==> config.mk <==
export PLATFORM = sky130hd
export DESIGN_NAME = gpu_pixel_writer
export DESIGN_NICKNAME = d
export VERILOG_FILES = /design/src/rtl/gpu_pkg.sv /design/src/rtl/gpu_pixel_fifo.sv /design/src/rtl/gpu_pixel_writer.sv
export SDC_FILE = /design/constraint.sdc
export NUM_CORES = 1
export LEC_CHECK = 0
export ABC_AREA = 1
export CAP_MARGIN = 10
export CORE_MARGIN = 2
export CORE_UTILIZATION = 57
export DETAILED_ROUTE_END_ITERATION = 8
export GPL_ROUTABILITY_DRIVEN = 0
export PLACE_DENSITY = 0.91
export SETUP_SLACK_MARGIN = 0.15
export SLEW_MARGIN = 10
export SYNTH_ARGS = -nofsm -noshare
export SYNTH_HDL_FRONTEND = slang
export SYNTH_SLANG_ARGS = --single-unit
export TNS_END_PERCENT = 1
==> constraint.sdc <==
create_clock -name clk -period 4.53 [get_ports clk]
set_input_delay 0.906 -clock clk [delete_from_list [all_inputs] [get_ports clk]]
set_output_delay 0.906 -clock clk [all_outputs]
set_load 0.005 [all_outputs]
==> src/rtl/gpu_pkg.sv <==
// Shared types and screen geometry for the pixel writer slice.
// Constants match the gpu_definitions.vh screen/width macros.
package gpu_pkg;

  localparam int GPU_SCREEN_W     = 640;
  localparam int GPU_SCREEN_H     = 480;
  localparam int GPU_X_BITS       = 10;
  localparam int GPU_Y_BITS       = 9;
  localparam int GPU_CHANNEL_BITS = 8;
  localparam int GPU_ADDR_BITS    = 19;
  localparam int GPU_FIFO_DEPTH   = 4;

  typedef struct packed {
    logic [GPU_X_BITS-1:0]       x;
    logic [GPU_Y_BITS-1:0]       y;
    logic [GPU_CHANNEL_BITS-1:0] r;
    logic [GPU_CHANNEL_BITS-1:0] g;
    logic [GPU_CHANNEL_BITS-1:0] b;
  } pixel_t;

  typedef struct packed {
    logic [GPU_ADDR_BITS-1:0]      addr;
    logic [3*GPU_CHANNEL_BITS-1:0] data;
  } fb_word_t;

  typedef enum logic {
    IDLE,
    WRITE
  } wr_state_t;

endpackage

==> src/rtl/gpu_pixel_fifo.sv <==
// Small synchronous FIFO of frame-buffer words.
// Push and pop in the same cycle leave the count unchanged.
module gpu_pixel_fifo
  import gpu_pkg::*;
#(
  parameter int FIFO_DEPTH = GPU_FIFO_DEPTH
) (
  input  logic                        clk,
  input  logic                        rst,
  input  logic                        push,
  input  fb_word_t                    din,
  input  logic                        pop,
  output fb_word_t                    dout,
  output logic                        full,
  output logic                        empty,
  output logic [$clog2(FIFO_DEPTH):0] count
);

  localparam int AW = $clog2(FIFO_DEPTH);
  localparam int CW = AW + 1;

  fb_word_t      mem [FIFO_DEPTH];
  logic [AW-1:0] wr_ptr;
  logic [AW-1:0] rd_ptr;
  logic          do_push;
  logic          do_pop;

  assign do_push = push && !full;
  assign do_pop  = pop && !empty;
  assign full    = (count == CW'(FIFO_DEPTH));
  assign empty   = (count == '0);
  assign dout    = mem[rd_ptr];

  // Storage and pointer/count bookkeeping.
  always_ff @(posedge clk) begin
    if (rst) begin
      wr_ptr <= '0;
      rd_ptr <= '0;
      count  <= '0;
    end else begin
      if (do_push) begin
        mem[wr_ptr] <= din;
        wr_ptr      <= wr_ptr + AW'(1);
      end
      if (do_pop) rd_ptr <= rd_ptr + AW'(1);
      if (do_push && !do_pop) count <= count + CW'(1);
      else if (!do_push && do_pop) count <= count - CW'(1);
    end
  end

endmodule

==> src/rtl/gpu_pixel_writer.sv <==
// Pixel writer: clip, address, queue and write rasterizer pixels.
// Optional macro GPU_PIXEL_DEDUP_EN drops repeats of the last (x,y).
module gpu_pixel_writer
  import gpu_pkg::*;
#(
  parameter int SCREEN_W     = GPU_SCREEN_W,
  parameter int SCREEN_H     = GPU_SCREEN_H,
  parameter int X_BITS       = GPU_X_BITS,
  parameter int Y_BITS       = GPU_Y_BITS,
  parameter int CHANNEL_BITS = GPU_CHANNEL_BITS,
  parameter int ADDR_BITS    = GPU_ADDR_BITS,
  parameter int FIFO_DEPTH   = GPU_FIFO_DEPTH
) (
  input  logic                      clk,
  input  logic                      rst,
  input  logic                      pix_valid,
  output logic                      pix_ready,
  input  logic [X_BITS-1:0]         pix_x,
  input  logic [Y_BITS-1:0]         pix_y,
  input  logic [CHANNEL_BITS-1:0]   pix_r,
  input  logic [CHANNEL_BITS-1:0]   pix_g,
  input  logic [CHANNEL_BITS-1:0]   pix_b,
  output logic                      mem_req,
  input  logic                      mem_ack,
  output logic [ADDR_BITS-1:0]      mem_addr,
  output logic [3*CHANNEL_BITS-1:0] mem_data,
  output logic                      busy,
  output logic                      drain_done,
  output logic [15:0]               clip_count
);

  localparam int CW = $clog2(FIFO_DEPTH) + 1;
  localparam int OW = CW + 1;

  pixel_t          pix;
  logic            accept;
  logic            clip;
  logic            dup;
  logic            keep;
  logic            s1_valid;
  fb_word_t        s1_word;
  fb_word_t        fifo_dout;
  logic            fifo_full;
  logic            fifo_empty;
  logic            fifo_pop;
  logic [CW-1:0]   fifo_count;
  logic [OW-1:0]   occ;
  wr_state_t       state;
  wr_state_t       state_n;
  logic            busy_q;
  logic [ADDR_BITS-1:0] addr;

  assign pix = '{x: pix_x, y: pix_y, r: pix_r, g: pix_g, b: pix_b};

  // Ready depends only on registered occupancy, never on mem_ack.
  assign occ       = OW'(fifo_count) + OW'(s1_valid);
  assign pix_ready = !rst && (occ < OW'(FIFO_DEPTH));
  assign accept    = pix_valid && pix_ready;

  assign clip = (pix.x >= X_BITS'(SCREEN_W)) ||
                (pix.y >= Y_BITS'(SCREEN_H));
  assign addr = ADDR_BITS'(pix.y) * ADDR_BITS'(SCREEN_W) +
                ADDR_BITS'(pix.x);

`ifdef GPU_PIXEL_DEDUP_EN
  logic              last_valid;
  logic [X_BITS-1:0] last_x;
  logic [Y_BITS-1:0] last_y;

  assign dup = last_valid && (pix.x == last_x) && (pix.y == last_y);

  // Remember the last in-range point; forget it once the queue drains.
  always_ff @(posedge clk) begin
    if (rst) begin
      last_valid <= 1'b0;
      last_x     <= '0;
      last_y     <= '0;
    end else if (accept && !clip) begin
      last_valid <= 1'b1;
      last_x     <= pix.x;
      last_y     <= pix.y;
    end else if (drain_done) begin
      last_valid <= 1'b0;
    end
  end
`else
  assign dup = 1'b0;
`endif

  assign keep = accept && !clip && !dup;

  // Stage 1: capture address and packed colour of kept pixels.
  always_ff @(posedge clk) begin
    if (rst) begin
      s1_valid <= 1'b0;
      s1_word  <= '0;
    end else begin
      s1_valid <= keep;
      if (keep) s1_word <= '{addr: addr, data: {pix.r, pix.g, pix.b}};
    end
  end

  // Saturating count of off-screen pixels.
  always_ff @(posedge clk) begin
    if (rst) clip_count <= '0;
    else if (accept && clip && clip_count != 16'hFFFF)
      clip_count <= clip_count + 16'd1;
  end

  gpu_pixel_fifo #(
    .FIFO_DEPTH(FIFO_DEPTH)
  ) u_fifo (
    .clk  (clk),
    .rst  (rst),
    .push (s1_valid && !fifo_full),
    .din  (s1_word),
    .pop  (fifo_pop),
    .dout (fifo_dout),
    .full (fifo_full),
    .empty(fifo_empty),
    .count(fifo_count)
  );

  // Write FSM next state and FIFO pop decision.
  always_comb begin
    state_n  = state;
    fifo_pop = 1'b0;
    unique case (state)
      IDLE: begin
        if (!fifo_empty) begin
          fifo_pop = 1'b1;
          state_n  = WRITE;
        end
      end
      WRITE: begin
        if (mem_ack) begin
          if (!fifo_empty) fifo_pop = 1'b1;
          else state_n = IDLE;
        end
      end
      default: state_n = IDLE;
    endcase
  end

  // FSM state plus the held write address/data.
  always_ff @(posedge clk) begin
    if (rst) begin
      state    <= IDLE;
      mem_addr <= '0;
      mem_data <= '0;
      busy_q   <= 1'b0;
    end else begin
      state  <= state_n;
      busy_q <= busy;
      if (fifo_pop) begin
        mem_addr <= fifo_dout.addr;
        mem_data <= fifo_dout.data;
      end
    end
  end

  assign mem_req    = (state == WRITE);
  assign busy       = s1_valid || !fifo_empty || (state == WRITE);
  assign drain_done = busy_q && !busy;

endmodule
**Word level (Yosys, flattened, before mapping)**

Memories as Yosys holds them, arrays and structs flattened. A register that Yosys moved wholly into a read port is not among the register bits.
Cells that the tools add are included.

- Input bits: 47
- Output and inout bits: 63
- Word-level logic and storage cells: 57
- Flip-flop bits (word level): 69
- Memory bits (writable): 172
- Latch bits: 0
- ROM bits: 0
- Memories: 1

Memories:

| memory | words | bits a word | read ports | clocked after Yosys merged registers in | wr ports | RTL line | text |
|---|---|---|---|---|---|---|---|
| u_fifo.mem | 4 | 43 | 1 | 1 | 1 | gpu_pixel_fifo.sv:22 | `fb_word_t mem [FIFO_DEPTH];` |

- Equal/unequal tests: 2
- Shift operators: 0
- Magnitude comparators: 3
- Mux-type cells: 10
- Bitwise logic cells: 1
- Add/subtract/negate cells: 7
- Div/mod/pow operators: 0
- Reduce and logical (&&, ||, !) cells: 23
- $mul: 1

Operators with widths:

| operator | number |
|---|---|
| $add 19x10->19 | 1 |
| $add 16x1->16 const B | 1 |
| $ne 16x16->1 const B | 1 |
| $mul 9x3->12 const B | 1 |
| $logic_and 1x1->1 | 11 |
| $ge 10x10->1 const B | 1 |
| $ge 9x9->1 const B | 1 |
| $logic_not 1->1 | 7 |
| $mux 1 | 6 |
| $mux 3 | 2 |
| $add 2x1->2 const B | 2 |
| $add 3x1->4 | 1 |
| $lt 4x3->1 const B | 1 |
| $pmux 1 s2 | 2 |
| $add 3x1->3 const B | 1 |
| $eq 3x3->1 const B | 1 |
| $logic_not 3->1 | 1 |
| $logic_or 1x1->1 | 3 |
| $sub 3x1->3 const B | 1 |
| $reduce_bool 2->1 | 1 |
| $not 1->1 | 1 |

**Depth between registers and ports, before layout**

- Depth in word-level cells: 8
- Mapped depth: 15
- Gate-level depth less buffers: 15

**Modules after synthesis**

Synthesis repeated with hierarchy kept, for this count alone.

- Cells, all modules: 1125
- Area total of the unflattened synthesis: 11516.0 sq um

By module, submodules not included:

| module | area each (sq um) | cells each | instances | seq. area each (sq um) |
|---|---|---|---|---|
| gpu_pixel_fifo | 6850.3 | 486 | 1 | 5345.1 |
| gpu_pixel_writer | 4665.7 | 639 | 1 | 2102.0 |

**Worst setup path before layout**

No wires, ideal clock.

- Kind: input -> register
- Start: in rst
- End: mem u_fifo.mem[0][0] (netlist name), enable pin
- Slack: 0.806 ns
- Path buffers: 2
- Required time: 4.086 ns
- Setup time: 0.444 ns
- Data arrival time: 3.280 ns
- Cell stages on the path: 5
- Path through: buf_6 -> inv_2 -> buf_1 -> nand2_1 -> nor2_1

- Word-level cells in the longest chain between the ends: 2

RTL lines:

| what | RTL line | text |
|---|---|---|
| from (decl) | gpu_pixel_writer.sv:15 | `input logic rst,` |
| $mux 1 | gpu_pixel_fifo.sv:36 | `if (rst) begin` |
| $mux 1 (not written as such) | gpu_pixel_fifo.sv:42 | `mem[wr_ptr] <= din;` |
| to (decl) | gpu_pixel_fifo.sv:22 |  |

No other way between the ends.

**Worst setup path in the final report**

- Start: in rst
- End: out pix_ready

- Word-level cells in the longest chain between the ends: 2

RTL lines:

| what | RTL line | text |
|---|---|---|
| $logic_not 1->1 | gpu_pixel_writer.sv:57 | `assign pix_ready = !rst && (occ < OW'(FIFO_DEPTH));` |
| $logic_and 1x1->1 | gpu_pixel_writer.sv:57 |  |
| to (decl) | gpu_pixel_writer.sv:17 | `output logic pix_ready,` |

No other way between the ends.

==> results by group <==
Status
  • Status: completed

Yosys
  • Syn. warnings: 0
  • Synth cell types: 36
  • Top cells by area, synth: edfxtp_1, dfxtp_1, nor2_1
  • Mapped cell area: ~0.011 mm^2
  • Most frequent cell after synthesis: nor2_1
  • Yosys top cell by area: edfxtp_1
  • Synthesized instance count: 1116
  • Post-synth top cells: nor2_1, o21ai_0, edfxtp_1
  • Asr flop ratio synth: 0
  • Ys flop type: edfxtp_1
  • Synthesized flop and latch total: ~280
  • Top-area cell type share of the netlist area: 0.450
  • Avg Synthesized Cell Area: 10.3 um^2
  • Seq/Total Area, Yosys: 0.645
  • Post-synth EDFFs: 172
  • Post-Synthesis Net Count: 1189

Critical path
  • CP endpoint kind: output pin
  • Critical path class: in2out
  • Crit start category: input port
  • WP data arrival: 2.57 ns
  • Worst Path Required: 3.62 ns
  • CP Max Fanout: 24

Floorplan
  • CORE AREA: approximately 0.020 mm^2
  • Chip width: 146 um
  • Rows: 51
  • Starting Density: 0.586
  • Die area: 0.0213 mm^2
  • Die H: around 150 um
  • Io pins: 110

STA
  • Fin crit period: 3.48 ns
  • Slew Limit Fails: 0
  • RSZ-0062 raised after global routing: false
  • Tcrit/Tclk final: 0.768
  • Relative slew slack: 0.385
  • Skew final: 0.0129 ns
  • Final setup viols: 0
  • Peak Freq: 287 MHz
  • Final Hold Vio Count: 0
  • Final setup TNS: 0 ns
  • Slew @ Worst Pin: approximately 0.92 ns

Routing
  • Initial drt markers: 600
  • ANT nets after route: 0
  • Number of vias per cell: 5.55
  • Pre-antenna DRT Iters: 5
  • Residual DRC: 0
  • Vias: slightly above 8000
  • WL final: 24600 um
  • Drt wl/cell: 16.5 um

Power
  • Internal power: 5.18 mW
  • Clock network fraction of total power: 0.307
  • Cell Pwr Density: approximately 540 mW/mm^2
  • Combinational Power Share: 0.252
  • Psw: approximately 2.2 mW
  • Leakage dissipation: 4.95 nW
  • Sequential power share: 0.441
  • VDD IR max: 0.389 mV
  • Sw frac: 0.299

CTS
  • PostCTS Resize Cnt: 0
  • Post-CTS Hold Fix Bufs: 0
  • CTS tree: yes
  • Setup bufs post-CTS: 0
  • CTS buffer count: 27
  • Skew-Pair Late Insertion Delay: 0.53 ns
  • Clk slew on worst S/H paths: 0.06 ns
  • Root Buffer Master: clkbuf_16
  • Clock buffer depth: 3
  • H-Tree Depth: 1
  • Sink Count: 284

Finish
  • Final net count: 1278
  • Post-route cell area: between 0.01 and 0.015 mm^2
  • Number of inserted diodes: 0
  • Synth-to-Final Area Change: 18.8%
  • Layout cells sized above 1: 0.0701
  • Fillcell total: 1377

Placed design
  • Number of port buffers: roughly 110
  • Post-DP HPWL: 14100 um
  • Dpl cell area: 0.0127 mm^2

Global routing
  • First-pass GRT wire length: 38900 um
  • Vias in the first global route: 8077
  • Antenna violations before repair: 0
  • GRT overflow: 0
  • Largest net degree at the start of global routing: 89
  • GRT Util Overall: 0.224

Hold path
  • HP Class: reg2reg

Run
  • Max-Cap Viols: 0
-- metrics by stage --
| step | util | hold slack (ns) | power [mW] | std cells | worst slack (ns) |
|---|---|---|---|---|---|
| after floorplan | - | 0.455 | 4.36 | 1116 | 0.806 |
| final | 0.696 | 0.502 | 7.39 | 1491 | 1.05 |
| after global routing | 0.696 | 0.521 | 7.76 | 1491 | 0.924 |
| after global placement | 0.650 | 0.474 | 5.07 | 1441 | 0.996 |
| after detailed placement | 0.650 | 0.488 | 5.15 | 1441 | 0.880 |
| after CTS | 0.696 | 0.503 | 7.42 | 1491 | 1.05 |
-- critical path: stages --
cell and delay, ns:
clkdlybuf4s50_1 0.39, buf_4 0.22, inv_2 0.34, nand3_2 0.12, inv_2 0.08, clkdlybuf4s50_1 0.50
-- layout by cell type, fill, tap and decap left out, types with 6 or more instances in the layout --
cell               n
a31oi_1           44
xnor2_1            6
a21oi_1           23
nor2_4             7
buf_4             11
dfxtp_1          110
o21ai_0          184
ha_1              23
a21oi_2            8
nand2_1           83
xor2_1            11
inv_1             51
clkbuf_16         27
nand3_1           27
edfxtp_1         172
nor2_1           273
clkdlybuf4s50_1  109
-- cells by family after synthesis --
group | synth area share
flip-flops | 0.645
XOR/XNOR | 0.0130
buffers and inverters | 0.0448
AO/OA/AOI/OAI | 0.122
adder cells (fa/ha/maj) | 0.0303
AND/OR/NAND/NOR | 0.145
-- registers in the layout, indices dropped and copies added, names as in the netlist --
signal and flops:
u_fifo.count 3, u_fifo.rd_ptr 2, u_fifo.wr_ptr 2, mem_addr 19, s1_valid 1, mem_data 24
u_fifo.mem 172, mem_req 1, clip_count 16, s1_word 43, busy_q 1
-- layout make-up --
class | count | area, um^2 | share of cell area
multi-input cells | 714 | 3600 | 0.264
repair buffers | 120 | 1170 | 0.0860
flip-flops and latches | 284 | 7410 | 0.543
clock buffers | 37 | 763 | 0.0559
inverters | 58 | 223 | 0.0163
clock inverters | 13 | 143 | 0.0105
well taps | 265 | 332 | 0.0243
-- power by group through the flow --
stage                     clock (mW)  sequential [mW]  combinational [mW]
final                           2.27             3.26                1.86
after global routing            2.40             3.29                2.07
after CTS                       2.29             3.26                1.87
after detailed placement           0             3.31                1.85
after global placement             0             3.30                1.77
after floorplan                    0             3.26                1.10
-- layer usage --
metal,up-vias,track usage,part of all wire
met5,-,0,0
met4,0,0.0779,0.021
met3,43,0.0348,0.070
met2,306,0.398,0.51
met1,3927,0.278,0.40
li1,4002,-,-
-- worst paths after layout --
| check | from | endpoint | slack (ns) | depth (start not counted) |
|---|---|---|---|---|
| hold reg to reg | clip_count[15] | clip_count[15] | 0.50 | 2 |
| setup reg to reg | u_fifo.count[1] | u_fifo.mem[3][42] | 1.78 | 5 |
| setup / recovery | rst | pix_ready | 1.05 | 6 |
| hold / removal | clip_count[15] | clip_count[15] | 0.50 | 2 |
Note: power is estimated with default switching activity, not from simulation.
==> edit (same flow settings) <==
Add a define of `GPU_PIXEL_DEDUP_EN`.
--- a/src/rtl/gpu_pixel_writer.sv
+++ b/src/rtl/gpu_pixel_writer.sv
@@ -1,5 +1,7 @@
 // Pixel writer: clip, address, queue and write rasterizer pixels.
 // Optional macro GPU_PIXEL_DEDUP_EN drops repeats of the last (x,y).
+`define GPU_PIXEL_DEDUP_EN
+
 module gpu_pixel_writer
   import gpu_pkg::*;
 #(
Formal check against the unedited RTL: not equivalent (Yosys sat finds a counterexample within 10 cycles, from zero or initial values and one cycle with rst high).
==> edit against the unedited design <==
Combinational power up 3%; worst hold slack worse by 36 ps; worst setup slack worse by 160 ps; highest routed layer unchanged; final cell count up 13%; sequential cell count up 20; cell area up 8.8%; routed wire length up 17%; critical path type unchanged; power up 9.3%; clock power up 17%; synthesized area up 8.6%; largest cell class unchanged; global-route usage up 2.1 points.
==> edit: results (changes against the unedited design) <==
| Metric | Value |
|---|---|
| TritonRoute pass-1 iters | 5 (unchanged) |
| Worst-Skew Late Latency | 550 ps (+20 ps) |
| Slew at the pin with the worst max-slew slack | 1054 ps (+131.1 ps) |
| Syn. warnings | 0 (unchanged) |
| Clock skew | 18.89 ps (+5.989 ps) |
| Synth Area in Adders | 2.789% (-0.24 points) |
| Synth Area in Compound Gates | 12.31% (+0.065 points) |
| Number of global-route vias before repair | 9543 (+18%) |
| Synth area leaders | edfxtp_1, dfxtp_1, nor2_1, o21ai_0, nand2_1 |
| CTS buffer count | 30 (+11%) |
| FF-to-FF Start | u_fifo.rd_ptr[1]$_SDFFE_PP0P_ |
| Post-synth ARST share | 0% (unchanged) |
| First-pass GRT wire length | 46.53 mm (+20%) |
| CTS root buffer | clkbuf_16 |
| Diode count | 0 (unchanged) |
| Outcome | complete, no violations |
| Post-synthesis xor/xnor area fraction | 1.194% (-0.10 points) |
| Synthesis-stage register bit count | 304 (+7.0%) |
| Seq/Total Area, Yosys | 62.61% (-1.9 points) |
| Layout cells sized above 1 | 5.737% (-1.3 points) |
| Mapped Nets | 1371 (+15%) |
| Iter 0 DRT Violations | 780 (+30%) |
| Worst Min Path Start | last_x[1]$_SDFFE_PP0P_ |
| Worst VDD drop | 0.0004246 V (+9.3%) |
| DR WL/cell | 16.92 µm (+2.7%) |
| H-tree levels | 1 (unchanged) |
| Post-synth EDFFs | 172 (unchanged) |
| Synth cell count leaders | nor2_1, o21ai_0, edfxtp_1, nand2_1, dfxtp_1 |
| Placed inst area | 13760 µm² (+8.0%) |
| Maximum number of pins on one net before global-route repair | 89 (unchanged) |
| CP max stage delay | 460 ps (-40 ps) |
| Final HPWL DP | 16.79 mm (+19%) |
| GRT Total Usage | 24.50% (+2.1 points) |
| Dominant register cell in the synthesized netlist | edfxtp_1 |
| Synth-to-Final Area Change | 19.01% |
| LEAKAGE | 5.619 nW (+13%) |
| Vias post-DR | 9574 (+16%) |
| Crit Path Max Fanout | 59 (+150%) |
| Unique masters post-synth | 30 (-17%) |
| Fillers | 1519 (+10%) |
| Resized cells post-CTS | 0 (unchanged) |
| Port Buf Inserts | 109 (unchanged) |
| Setup tns final | 0 ps (unchanged) |
| Critical Path AT | 2730 ps (+160 ps) |
| Final nets | 1461 (+14%) |
[edit: metrics by stage]
step	setup slack, ps	hold slack, ps	cells
after floorplan	825.3	443.7	1298
final	889.2	465.6	1692
after CTS	883.1	470.4	1692
after detailed placement	712.1	460.8	1636
after global routing	791.2	502.7	1692
after global placement	802.8	452.2	1636
[edit: final cells by class]
| cell class | instances | area [µm²] | area share, % |
|---|---|---|---|
| inverter | 95 | 362.8 | 2.445 |
| clock buffer | 37 | 829.5 | 5.589 |
| timing repair buffer | 123 | 1209 | 8.144 |
| tap | 280 | 350.3 | 2.360 |
| multi-input combinational | 834 | 4031 | 27.16 |
| clock inverter | 19 | 249.0 | 1.678 |
| sequential | 304 | 7810 | 52.62 |
[edit: worst paths after layout]
kind | end | slack [ps] | depth (start not counted)
setup / recovery | pix_ready | 890 | 6
hold / removal | last_x[1]$_SDFFE_PP0P_ | 470 | 2
setup reg to reg | mem_data[4]$_SDFFE_PP0N_ | 1510 | 5
hold reg to reg | last_x[1]$_SDFFE_PP0P_ | 470 | 2
[edit: critical path: cells and delay by family]
| family | cells | cell delay (ps) |
|---|---|---|
| buffers and inverters | 5 | 1590 |
| AND/OR/NAND/NOR | 1 | 230 |
[edit: layer usage]
layer	up-vias	share of wire, %	track usage, %
met3	68	8.0	3.708
met2	455	50	42.66
met1	4476	39	30.90
li1	4575	-	-
met5	-	0	0
met4	0	2.8	9.746
[edit: logic make-up after synthesis]
logic type | after synthesis
AOI/OAI and AO/OA | 294
buffers and inverters | 160
adders and majority gates | 26
DFF | 304
and+or+nand+nor | 497
xor gates and xnor gates | 17
[edit: report_power, final]
group / leakage (nW) / total (W) / switching, W / internal [W]
registers: 2.79 / 0.00351 / 0.000270 / 0.00324
clock network: 0.509 / 0.00266 / 0.00106 / 0.00160
logic: 2.32 / 0.00191 / 0.00111 / 0.000801
total: 5.62 / 0.00808 / 0.00244 / 0.00564
